`config.mk`:
```
export PLATFORM = sky130hd
export DESIGN_NAME = ps2_key_cmd_ctrl
export DESIGN_NICKNAME = d
export VERILOG_FILES = /design/src/rtl/ps2_key_cmd_ctrl.sv
export SDC_FILE = /design/constraint.sdc
export NUM_CORES = 1
export LEC_CHECK = 0
export CAP_MARGIN = 20
export CORE_MARGIN = 8
export CORE_UTILIZATION = 40
export DETAILED_ROUTE_END_ITERATION = 8
export HOLD_SLACK_MARGIN = 0.02
export PLACE_DENSITY = 0.64
export SYNTH_ARGS = -nofsm -noshare
export SYNTH_HDL_FRONTEND = slang
export SYNTH_SLANG_ARGS = --single-unit
```
`constraint.sdc`:
```
create_clock -name clk -period 2.29 [get_ports clk]
set_input_delay 0.458 -clock clk [delete_from_list [all_inputs] [get_ports clk]]
set_output_delay 0.458 -clock clk [all_outputs]
set_load 0.05 [all_outputs]
```
`src/rtl/ps2_key_cmd_ctrl.sv`:
```
`default_nettype none
// ============================================================================
// Module      : ps2_key_cmd_ctrl
// Description : Turns the PS/2 receiver byte stream into snake game commands.
//               Parses make / break / E0-extended sequences, tracks held
//               keys, drops typematic repeats and same-axis direction changes,
//               and queues surviving commands in a first-word fall-through
//               FIFO popped with a valid/ready handshake.
// Ports       : clk        system clock
//               reset      asynchronous, active-low reset
//               rx_valid   one-cycle byte strobe from the PS/2 receiver
//               rx_code    {previous byte, current byte}; only [7:0] is parsed
//               cmd_valid  FIFO head valid
//               cmd_ready  consumer accepts the head this cycle
//               cmd_code   head command: 0 UP 1 DOWN 2 LEFT 3 RIGHT 4 PAUSE 5 RESTART
//               held_keys  held state, bit index = command code
//               overflow   sticky: a command was dropped on a full FIFO
//               parse_err  one-cycle pulse on sequence timeout or illegal byte
// Options     : WASD_KEYS_EN - W/S/A/D (1D/1B/1C/23) alias the arrow keys
// Revision    : 1.0 - initial release
// ============================================================================
module ps2_key_cmd_ctrl #(
    parameter int FIFO_DEPTH     = 4,
    parameter int TIMEOUT_CYCLES = 1000000,
    parameter int TO_WIDTH       = 20
) (
    input  logic        clk,
    input  logic        reset,
    input  logic        rx_valid,
    input  logic [15:0] rx_code,
    output logic        cmd_valid,
    input  logic        cmd_ready,
    output logic [2:0]  cmd_code,
    output logic [5:0]  held_keys,
    output logic        overflow,
    output logic        parse_err
);

`ifdef WASD_KEYS_EN
    localparam bit c_WASD_EN = 1'b1;
`else
    localparam bit c_WASD_EN = 1'b0;
`endif

    localparam int                  c_AW      = (FIFO_DEPTH > 1) ? $clog2(FIFO_DEPTH) : 1;
    localparam logic [c_AW:0]       c_DEPTH   = (c_AW+1)'(FIFO_DEPTH);
    localparam logic [TO_WIDTH-1:0] c_TO_MAX  = TO_WIDTH'(TIMEOUT_CYCLES);
    localparam logic [2:0]          c_UP      = 3'd0;
    localparam logic [2:0]          c_DOWN    = 3'd1;
    localparam logic [2:0]          c_LEFT    = 3'd2;
    localparam logic [2:0]          c_RIGHT   = 3'd3;
    localparam logic [2:0]          c_PAUSE   = 3'd4;
    localparam logic [2:0]          c_RESTART = 3'd5;

    typedef enum logic [1:0] {
        ST_IDLE    = 2'd0,
        ST_EXT     = 2'd1,
        ST_BRK     = 2'd2,
        ST_EXT_BRK = 2'd3
    } state_t;

    state_t              r_state, w_nxt;
    logic [TO_WIDTH-1:0] r_to_cnt;
    logic                r_parse_err;
    logic                w_timeout, w_make, w_brk, w_err;
    logic [2:0]          w_key;
    logic                w_arrow_hit, w_wasd_hit;
    logic [2:0]          w_arrow_key, w_wasd_key;
    logic [7:0]          w_byte;
    logic                w_unused;

    // Completed key event, processed one cycle after the closing byte
    logic                r_ev_make, r_ev_brk;
    logic [2:0]          r_ev_key;

    logic [5:0]          r_held;
    logic [2:0]          r_last_dir;
    logic                r_overflow;
    logic [2:0]          r_mem [FIFO_DEPTH];
    logic [c_AW-1:0]     r_rd_ptr, r_wr_ptr;
    logic [c_AW:0]       r_count;
    logic                w_set, w_is_dir, w_push, w_pop, w_full, w_accept;

    assign w_byte   = rx_code[7:0];
    assign w_unused = &{1'b0, rx_code[15:8]};

    always_comb begin
        w_arrow_hit = 1'b1;
        w_arrow_key = c_UP;
        case (w_byte)
            8'h75:   w_arrow_key = c_UP;
            8'h72:   w_arrow_key = c_DOWN;
            8'h6B:   w_arrow_key = c_LEFT;
            8'h74:   w_arrow_key = c_RIGHT;
            default: w_arrow_hit = 1'b0;
        endcase
    end

    always_comb begin
        w_wasd_hit = c_WASD_EN;
        w_wasd_key = c_UP;
        case (w_byte)
            8'h1D:   w_wasd_key = c_UP;
            8'h1B:   w_wasd_key = c_DOWN;
            8'h1C:   w_wasd_key = c_LEFT;
            8'h23:   w_wasd_key = c_RIGHT;
            default: w_wasd_hit = 1'b0;
        endcase
    end

    // A byte arriving on the timeout cycle wins; the sequence is still live.
    assign w_timeout = (r_state != ST_IDLE) && !rx_valid && (r_to_cnt == c_TO_MAX);

    always_comb begin
        w_nxt  = r_state;
        w_make = 1'b0;
        w_brk  = 1'b0;
        w_key  = c_UP;
        w_err  = 1'b0;
        if (w_timeout) begin
            w_nxt = ST_IDLE;
        end else if (rx_valid) begin
            case (r_state)
                ST_IDLE: begin
                    if (w_byte == 8'hE0) begin
                        w_nxt = ST_EXT;
                    end else if (w_byte == 8'hF0) begin
                        w_nxt = ST_BRK;
                    end else if (w_byte == 8'h29) begin
                        w_make = 1'b1;
                        w_key  = c_PAUSE;
                    end else if (w_byte == 8'h5A) begin
                        w_make = 1'b1;
                        w_key  = c_RESTART;
                    end else if (w_wasd_hit) begin
                        w_make = 1'b1;
                        w_key  = w_wasd_key;
                    end
                end
                ST_EXT: begin
                    w_nxt = ST_IDLE;
                    if (w_byte == 8'hF0) begin
                        w_nxt = ST_EXT_BRK;
                    end else if (w_arrow_hit) begin
                        w_make = 1'b1;
                        w_key  = w_arrow_key;
                    end
                end
                ST_BRK: begin
                    w_nxt = ST_IDLE;
                    if (w_byte == 8'hE0 || w_byte == 8'hF0) begin
                        w_err = 1'b1;
                    end else if (w_byte == 8'h29) begin
                        w_brk = 1'b1;
                        w_key = c_PAUSE;
                    end else if (w_byte == 8'h5A) begin
                        w_brk = 1'b1;
                        w_key = c_RESTART;
                    end else if (w_wasd_hit) begin
                        w_brk = 1'b1;
                        w_key = w_wasd_key;
                    end
                end
                default: begin
                    w_nxt = ST_IDLE;
                    if (w_byte == 8'hE0 || w_byte == 8'hF0) begin
                        w_err = 1'b1;
                    end else if (w_arrow_hit) begin
                        w_brk = 1'b1;
                        w_key = w_arrow_key;
                    end
                end
            endcase
        end
    end

    always_ff @(posedge clk or negedge reset) begin
        if (!reset) begin
            r_state     <= ST_IDLE;
            r_to_cnt    <= '0;
            r_parse_err <= 1'b0;
            r_ev_make   <= 1'b0;
            r_ev_brk    <= 1'b0;
            r_ev_key    <= c_UP;
        end else begin
            r_state     <= w_nxt;
            r_parse_err <= w_err | w_timeout;
            r_ev_make   <= w_make;
            r_ev_brk    <= w_brk;
            r_ev_key    <= w_key;
            if (rx_valid || (r_state == ST_IDLE) || w_timeout) begin
                r_to_cnt <= '0;
            end else begin
                r_to_cnt <= r_to_cnt + 1'b1;
            end
        end
    end

    // Directions pair on key[2:1]: UP/DOWN share 0, LEFT/RIGHT share 1, so a
    // same-axis match covers both "equal" and "opposite" to the last direction.
    assign w_set    = r_ev_make && !r_held[r_ev_key];
    assign w_is_dir = (r_ev_key[2] == 1'b0);
    assign w_push   = w_set && (!w_is_dir || (r_ev_key[2:1] != r_last_dir[2:1]));
    assign w_pop    = (r_count != '0) && cmd_ready;
    assign w_full   = (r_count == c_DEPTH);
    assign w_accept = w_push && (!w_full || w_pop);

    always_ff @(posedge clk or negedge reset) begin
        if (!reset) begin
            r_held     <= '0;
            r_last_dir <= c_RIGHT;
            r_overflow <= 1'b0;
            r_rd_ptr   <= '0;
            r_wr_ptr   <= '0;
            r_count    <= '0;
            for (int i = 0; i < FIFO_DEPTH; i++) begin
                r_mem[i] <= c_UP;
            end
        end else begin
            if (r_ev_brk) begin
                r_held[r_ev_key] <= 1'b0;
            end else if (w_set) begin
                r_held[r_ev_key] <= 1'b1;
            end
            if (w_push && !w_accept) begin
                r_overflow <= 1'b1;
            end
            if (w_accept) begin
                r_mem[r_wr_ptr] <= r_ev_key;
                r_wr_ptr        <= r_wr_ptr + 1'b1;
                if (w_is_dir) begin
                    r_last_dir <= r_ev_key;
                end else if (r_ev_key == c_RESTART) begin
                    r_last_dir <= c_RIGHT;
                end
            end
            if (w_pop) begin
                r_rd_ptr <= r_rd_ptr + 1'b1;
            end
            if (w_accept && !w_pop) begin
                r_count <= r_count + 1'b1;
            end else if (w_pop && !w_accept) begin
                r_count <= r_count - 1'b1;
            end
        end
    end

    assign cmd_valid = (r_count != '0);
    assign cmd_code  = r_mem[r_rd_ptr];
    assign held_keys = r_held;
    assign overflow  = r_overflow;
    assign parse_err = r_parse_err;

endmodule
`default_nettype wire

```
==> impl_metrics.yaml, run 1 <==
route:
  wl_per_cell_um: 14.2
  vias_per_cell: 5.21
  wirelength_um: 5900
  ant_nets: 0
  initialDrtViolationCount: 98
  first_pass_iters: 4
  vias: 2168
  drc: 0
clocking:
  cts_hold_buf: 0
  clock_latency_ps: 320
  clockBufferDepth: 2
  htreeDepth: 2
  path_clk_slew_ps: 100
  cts_tree: "done"
  post_cts_buffers: 0
  cts-buffers-inserted: 5
  root_buffer: "clkbuf_8"
  clkSinkCount: 55
die:
  dieArea_um2: 10500
  dieWidth_um: 102
  start_util_pct: 41.1
  ios: 32
  num_rows: 31
  dieHeight_um: 102
  core-area_um2: 7250
worst_setup_path:
  worstPathRequired_ps: 2540
  cpPeakStageDelay_ps: 450
  criticalPathCategory: "reg2reg"
  cp.arrival_ps: 2410
  start_kind: "register"
  rr_startpoint: "r_ev_key[0]"
  cp_max_fo: 7
  crit_slowest_cell: "dfrtp_2"
  rrSetupSlack_ps: 130
  crit_path_frequent_cell: "xor2_1"
  end_kind: "register"
  r2r.worst_path.cells: 9
  worstReg2RegEnd: "r_count[2]"
  path_cells: "mux2i_1, o211ai_2, nor3_4, ha_2, inv_2, fa_2, xor2_1, nor2_1, xor2_1"
sta:
  slew_viol_final: 0
  maxSlewHeadroom_pct: 63.6
  fmaxAchievable_mhz: 463
  hold_ws_ps: 110
  rsz0062_at_grt: "yes"
  post-route-period-util_pct: 94.4
  finClkSkew_ps: 15.8
  final_hold_viol_count: 0
  worst_slew_pin_slew_ps: 546
  fin_crit_ps: 2160
  setup_viol_count_final: 0
  setup_slack_ps: 128
finish:
  final_core_util_pct: 49.5
  num_antenna_cells: 0
  area_delta_synth_final_pct: 20.6
  drive_above_1_share_pct: 24.6
  layout.nets: 344
  fin_cells: 416
pwr:
  power_density_nw_per_um2: 586
  leakage_nw: 1.42
  power_mw: 2.10
  irDropWorstVdd_mv: 0.236
place:
  placedCellCount: 408
  dpl_worst_slack_ps: -222
  gp_congestion: 0.787
  port_buffers: 23
  hpwl_um: 4380
global_route:
  grt_pass1_wl_um: 10300
  grt_overflow_total: 0
  grt_max_degree: 33
  grt_usage_pct: 12.4
  grt_antenna_before_repair: 0
  grt_pass1_vias: 2134
synthesis:
  ys_seq_area_share_pct: 46.2
  synthTopCellsByCount: "54 x dfrtp_1, 24 x nor2_1, 15 x inv_1"
  ys_ff_latch: 55
  synth_top_area_cell: "dfrtp_1"
  syn_area_um2: 2980
  ys.warnings.count: 0
  ys_top_cells_by_area: "dfrtp_1 45%, mux2_2 4.9%, xnor2_1 4.1%"
  synth-async-reset-ratio_pct: 100
  synth_cell_type_count: 55
  syn_area_per_cell_um2: 11.0
  synth_cells: 271
  yosysTopAreaCellShare_pct: 45.4
  synth_edf_count: 0
  syn-num-nets: 299
  synth_ff_type: "dfrtp_1"
  synth_most_common_cell: "dfrtp_1"
run:
  maxCapViolCount: 0
outcome:
  outcome: "completed"
min_path:
  min_path_type: "in2async"
[per-stage QoR]
step / instance area (um2) / setup TNS, ps
after global routing: 3590 / -23.5
after detailed placement: 3470 / -384
after floorplan: 3000 / -149
final: 3590 / 0
after global placement: 3470 / -338
after CTS: 3580 / 0
[power breakdown]
part           internal (mW)  leakage, nW  total, mW  switching (mW)
clock                  0.331       0.0558      0.653           0.322
sequential              1.03        0.729       1.11          0.0821
combinational          0.173        0.636      0.341           0.168
[layout make-up]
class,instances,area (um2)
well taps,99,124
inverters,16,60.1
clock buffers,6,72.6
clock inverters,2,38.8
flip-flops and latches,55,1390
repair buffers,48,417
multi-input cells,190,1490
fillers,681,3660
[how the worst max path moves through the flow]
stage                startpoint         end  slack, ps  cells past startpoint
floorplan              register  r_count[2]        -90                     10
global placement      cmd_ready  r_count[1]       -210                      8
detailed placement    cmd_ready  r_count[1]       -220                      8
CTS                 r_ev_key[0]  r_count[2]         20                      9
global route        r_ev_key[0]  r_count[2]        -20                      9
finish              r_ev_key[0]  r_count[2]        130                      9
[critical path: cells and delay by family (launching register included)]
kind	cells	cell delay (ps)
xor+xnor	2	310
compound gates	1	170
mux	1	250
buf+inv	1	40
flops	1	450
simple gates	2	360
fa+ha+maj	2	530
[kinds of logic (layout without fill, tap and decap cells)]
kind of cell / Yosys count / after routing / share of synthesized area [%]
multiplexers: 20 / 20 / 8.69
adder cells (fa/ha/maj): 8 / 8 / 3.61
flip-flops: 55 / 55 / 46.2
XOR/XNOR: 21 / 21 / 6.17
buffers and inverters: 26 / 72 / 4.16
AO/OA/AOI/OAI: 37 / 37 / 9.45
AND/OR/NAND/NOR: 104 / 104 / 21.7
[layer usage]
metal / up-vias / part of all wire (%) / GRT usage (%)
li1: 1084 / - / -
met1: 1056 / 46 / 15.8
met2: 21 / 49 / 20.2
met3: 7 / 3.6 / 3.47
met4: 0 / 0.97 / 3.27
met5: - / 0 / 0
[cells in the final DEF, fill, tap and decap left out, types with 3 or more instances in the layout]
master and count:
mux4_2 3, clkbuf_8 5, nand3_1 10, nor4_1 7, o31ai_1 3, nand2_1 12
dfrtp_2 8, inv_1 14, nor4b_2 4, o21ai_0 5, o22a_1 3, ha_1 6
nor2_1 24, clkdlybuf4s50_1 18, xnor2_1 14, dfrtp_1 46, nor3_1 7, nor4bb_1 4
mux2_2 13, nor4b_1 5, buf_4 27, o32a_1 3, a21oi_1 7, nand2b_1 4
nand4_1 7, xor2_1 7, or3_1 6, and4_1 3
[timing repair]
action                                  CTS  global route
pin swaps                                 0             0
endpoints found under the setup margin    1             2
gates resized for setup                   1             3
Power figures use the tool's default switching activity.
==> run 2: changes to the inputs <==
- CAP_MARGIN: 20 -> default
- CORE_MARGIN: 8 -> 3
- HOLD_SLACK_MARGIN: 0.02 -> 0.12
==> run 2 against run 1 <==
  * Combinational power increased by 2%
  * Clock-buffer cell count unchanged
  * Sequential power about the same
  * Global-route usage increased by 2.0 points
  * Critical path depth unchanged
  * Power decreased by 4.6%
  * Largest cell class unchanged
==> impl_metrics.yaml, run 2 (synthesized netlist as in run 1, its figures left out) <==
die:
  start_util_pct: 42.4
  dieWidth_um: 92.3
  ios: 32
  dieHeight_um: 92.3
  core-area_um2: 7020
  dieArea_um2: 8520
  num_rows: 30
clocking:
  clock_latency_ps: 310
  path_clk_slew_ps: 100
  post_cts_resized: 0
  clkSinkCount: 55
  cts_tree: "done"
  cts_hold_buf: 0
  root_buffer: "clkbuf_8"
  clockBufferDepth: 2
  post_cts_buffers: 0
  cts-buffers-inserted: 5
  htreeDepth: 2
finish:
  area_delta_synth_final_pct: 18.9
  final_common_cell: "dfrtp_1"
  layout.nets: 341
  fin_cells: 410
  final.fill_count: 633
  final_cell_mix: "46 x dfrtp_1, 25 x buf_4, 24 x nor2_1"
  drive_above_1_share_pct: 24.2
  num_antenna_cells: 0
worst_setup_path:
  rr_startpoint: "r_ev_key[0]"
  r2r.worst_path.cells: 9
  setup.worst_path.start: "r_ev_key[0]"
  end_kind: "register"
  start_kind: "register"
  worstPathRequired_ps: 2540
  cp_max_fo: 7
  cp.arrival_ps: 2410
  worstReg2RegEnd: "r_count[2]"
  rrSetupSlack_ps: 130
  criticalPathCategory: "reg2reg"
route:
  first_pass_iters: 4
  vias: 2172
  initialDrtViolationCount: 67
  ant_nets: 0
  wirelength_um: 5820
  wl_per_cell_um: 14.2
  vias_per_cell: 5.30
  drc: 0
place:
  dpl_worst_slack_ps: -320
  hpwl_um: 4380
  placedCellCount: 402
  gp_congestion: 0.817
  port_buffers: 23
sta:
  final_hold_viol_count: 0
  finClkSkew_ps: 8.84
  fin_crit_ps: 2160
  rsz0062_at_grt: "yes"
  setup_slack_ps: 131
  slew_viol_final: 0
  post-route-period-util_pct: 94.3
  worst_slew_pin_slew_ps: 574
  setup_viol_count_final: 0
  fmaxAchievable_mhz: 463
  maxSlewHeadroom_pct: 61.8
global_route:
  grt_max_degree: 33
  grt_antenna_before_repair: 0
  grt_pass1_wl_um: 9970
  grt_usage_pct: 14.4
  grt_pass1_vias: 2113
  grt_overflow_total: 0
pwr:
  leakage_nw: 1.39
  power_mw: 2.01
  irDropWorstVdd_mv: 0.273
  power_density_nw_per_um2: 567
min_path:
  min_path_type: "in2async"
outcome:
  outcome: "completed"
run:
  maxCapViolCount: 0
==> run 2: cell count changes in the layout (fill, tap and decap cells not counted) <==
cell / previous run / this run
bufinv_16: 1 / 0
dlygate4sd2_1: 1 / 0
clkinvlp_4: 0 / 1
buf_4: 27 / 25
==> run 2: area by class of cell <==
| class | instances | area, um2 | area share (%) |
|---|---|---|---|
| clock buffers | 6 | 72.6 | 2.05 |
| clock inverters | 2 | 16.3 | 0.459 |
| inverters | 16 | 60.1 | 1.70 |
| multi-input cells | 190 | 1490 | 42.1 |
| flip-flops and latches | 55 | 1390 | 39.2 |
| well taps | 96 | 120 | 3.39 |
| repair buffers | 45 | 393 | 11.1 |
==> run 2: worst max path at each step <==
stage	to	slack [ps]	cells after the start
global placement	r_count[1]	-260	8
finish	r_count[2]	130	9
detailed placement	r_count[1]	-320	8
floorplan	r_count[2]	-90	10
CTS	r_count[1]	30	8
global route	r_count[2]	-20	9
==> run 2: metal layers <==
metal	up-vias	global-route usage, %	wire length [um]
met3	14	3.74	161
met4	0	5.45	122
met2	31	23.4	2890
li1	1074	-	-
met5	-	0	0
met1	1053	18.4	2650
==> run 2: metrics by stage <==
| stage | instance area, um2 | utilization [%] | hold WS, ps | setup TNS [ps] |
|---|---|---|---|---|
| after floorplan | 3000 | - | 162 | -149 |
| after global routing | 3540 | 50.5 | 147 | -21.6 |
| final | 3540 | 50.5 | 128 | 0 |
| after CTS | 3530 | 50.3 | 136 | 0 |
| after detailed placement | 3440 | 49.1 | 456 | -577 |
| after global placement | 3440 | 49.1 | 454 | -393 |
==> run 2: worst max-delay path, cell delays in order (launching register included) <==
cell and delay (ps):
dfrtp_2 450, mux2i_1 230, o211ai_2 170, nor3_4 220, ha_2 210, inv_2 40
fa_2 330, xor2_1 170, nor2_1 130, xor2_1 150
==> run 2: report_power, final <==
group	switching (mW)	leakage [nW]	internal (mW)
Combinational	0.172	0.622	0.175
Clock	0.330	0.0418	0.221
Sequential	0.0814	0.729	1.03
==> run 3: changes to the inputs <==
- CORE_UTILIZATION: 40 -> 51
- PLACE_DENSITY: 0.64 -> 0.78
==> run 3 against run 2 <==
  * Setup slack better by 5.3 ps
  * Sequential power about the same
  * Clock skew rose by 5.4 ps
  * Power is 5.3% higher
  * Wire length hardly changed
  * Cell count shrank 5.6%
==> impl_metrics.yaml, run 3 (synthesized netlist as in run 1, its figures left out) <==
global_route:
  grt_usage_pct: 19.0
  grt_pass1_vias: 2190
  grt_overflow_total: 0
  grt_antenna_before_repair: 0
  grt_max_degree: 34
  grt_pass1_wl_um: 9920
worst_setup_path:
  end_kind: "register"
  criticalPathCategory: "reg2reg"
  worstPathRequired_ps: 2540
  cp.arrival_ps: 2400
  start_kind: "register"
  cp_max_fo: 7
finish:
  final_core_util_pct: 63.7
  multi_input_area_um2: 1490
  area_delta_synth_final_pct: 19.1
  fin_area_um2: 3550
  fin_cells: 387
  layout.nets: 342
  num_antenna_cells: 0
  drive_above_1_share_pct: 24.1
  seq_area_um2: 1390
  final.fill_count: 444
  final_cell_mix: "47 x dfrtp_1, 25 x buf_4, 24 x nor2_1"
  final_common_cell: "dfrtp_1"
sta:
  worst_slew_pin_slew_ps: 530
  fin_crit_ps: 2150
  finClkSkew_ps: 14.2
  rsz0062_at_grt: "no"
  fmaxAchievable_mhz: 464
  final_hold_viol_count: 0
  setup_viol_count_final: 0
  slew_viol_final: 0
  post-route-period-util_pct: 94.1
  maxSlewHeadroom_pct: 64.7
clocking:
  root_buffer: "clkbuf_8"
  htreeDepth: 2
  cts-buffers-inserted: 5
  path_clk_slew_ps: 110
  post_cts_buffers: 0
  clock_latency_ps: 310
  clkSinkCount: 55
  clockBufferDepth: 2
  cts_tree: "done"
pwr:
  pwr-share-comb_pct: 16.3
  p_int_mw: 1.56
  power_density_nw_per_um2: 596
  leakage_nw: 1.42
  p_seq_share_pct: 52.4
  irDropWorstVdd_mv: 0.523
  switchingPower_uw: 556
  clockPowerShare_pct: 31.3
  switching_share_pct: 26.3
die:
  dieWidth_um: 82.4
  dieHeight_um: 82.4
  start_util_pct: 53.4
  core-area_um2: 5570
  ios: 32
  dieArea_um2: 6790
  num_rows: 27
place:
  port_buffers: 23
  placedCellCount: 379
  hpwl_um: 4330
  gp_congestion: 0.785
  place_area_um2: 3420
outcome:
  outcome: "completed"
route:
  initialDrtViolationCount: 116
  wirelength_um: 5830
  route.met2.wl_um: 2950
  dr_wl_met3_um: 194
  first_pass_iters: 4
  wl_per_cell_um: 15.1
  ant_nets: 0
  drc: 0
  top_layer: "met4"
  vias: 2212
  vias_per_cell: 5.72
  wl_met1_um: 2600
run:
  maxCapViolCount: 0
min_path:
  min_path_type: "in2async"
-- run 3: changes by cell type in the layout (fill, tap and decap cells not counted) --
| cell | change |
|---|---|
| dlygate4sd2_1 | +1 |
| clkbuf_8 | +1 |
| dfrtp_1 | +1 |
| clkbuf_1 | -1 |
| clkinvlp_4 | -1 |
| inv_6 | -1 |
| clkinv_2 | +1 |
| bufinv_16 | +1 |
| dfrtp_2 | -1 |
-- run 3: layer usage --
layer	track usage (%)	up-vias
met5	0	-
met4	6.48	0
met3	4.12	11
met2	32.5	40
met1	23.7	1082
li1	-	1079
-- run 3: critical path, cell delays in order, from the launching register on --
cell and delay [ps]:
dfrtp_1 470, nand2b_1 250, o211ai_2 160, nor3_4 220
ha_2 210, inv_2 40, fa_2 330, xor2_1 160
nor2_1 120, xor2_1 140
-- run 3: power by group through the flow --
stage,registers (mW),clock network [mW],logic [mW]
final,1.11,0.662,0.345
after global routing,1.12,0.710,0.379
after CTS,1.11,0.681,0.348
after detailed placement,1.13,0,0.352
after global placement,1.12,0,0.338
after floorplan,1.10,0,0.240
-- run 3: repair_timing --
| action | 4_1_cts | 5_1_grt |
|---|---|---|
| gates cloned | 0 | 0 |
| endpoints found under the hold margin | 0 | 0 |
| hold buffers | 0 | 0 |
| resized for setup | 1 | 2 |
| setup endpoints to repair | 1 | 2 |
-- run 3: path summary, 6_finish.rpt --
kind | cells past startpoint | startpoint | endpoint | slack, ps
max in group asynchronous | 2 | reset | r_last_dir[1] | 1570
min in group clk | 1 | r_count[2] | r_count[2] | 480
setup reg to reg | 9 | r_ev_key[2] | r_count[2] | 140
hold reg to reg | 1 | r_count[2] | r_count[2] | 480
hold / removal | 1 | reset | async pin | 120
setup / recovery | 9 | r_ev_key[2] | r_count[2] | 140
-- run 3: stage by stage --
step	hold slack (ps)	worst slack, ps	total power, mW	setup TNS [ps]
2_1_floorplan	162	-86.4	1.34	-149
3_3_place_gp	449	-226	1.46	-360
3_5_place_dp	469	-249	1.48	-399
4_1_cts	129	45.7	2.14	0
5_1_grt	141	8.95	2.21	0
6_report	122	136	2.11	0
-- run 3: cell type report --
class	instances	share of cell area, %
Clock buffer	6	2.33
Clock inverter	2	0.987
Inverter	16	1.69
Multi-Input combinational cell	190	42.1
Sequential cell	55	39.1
Tap cell	72	2.54
Timing Repair Buffer	46	11.3
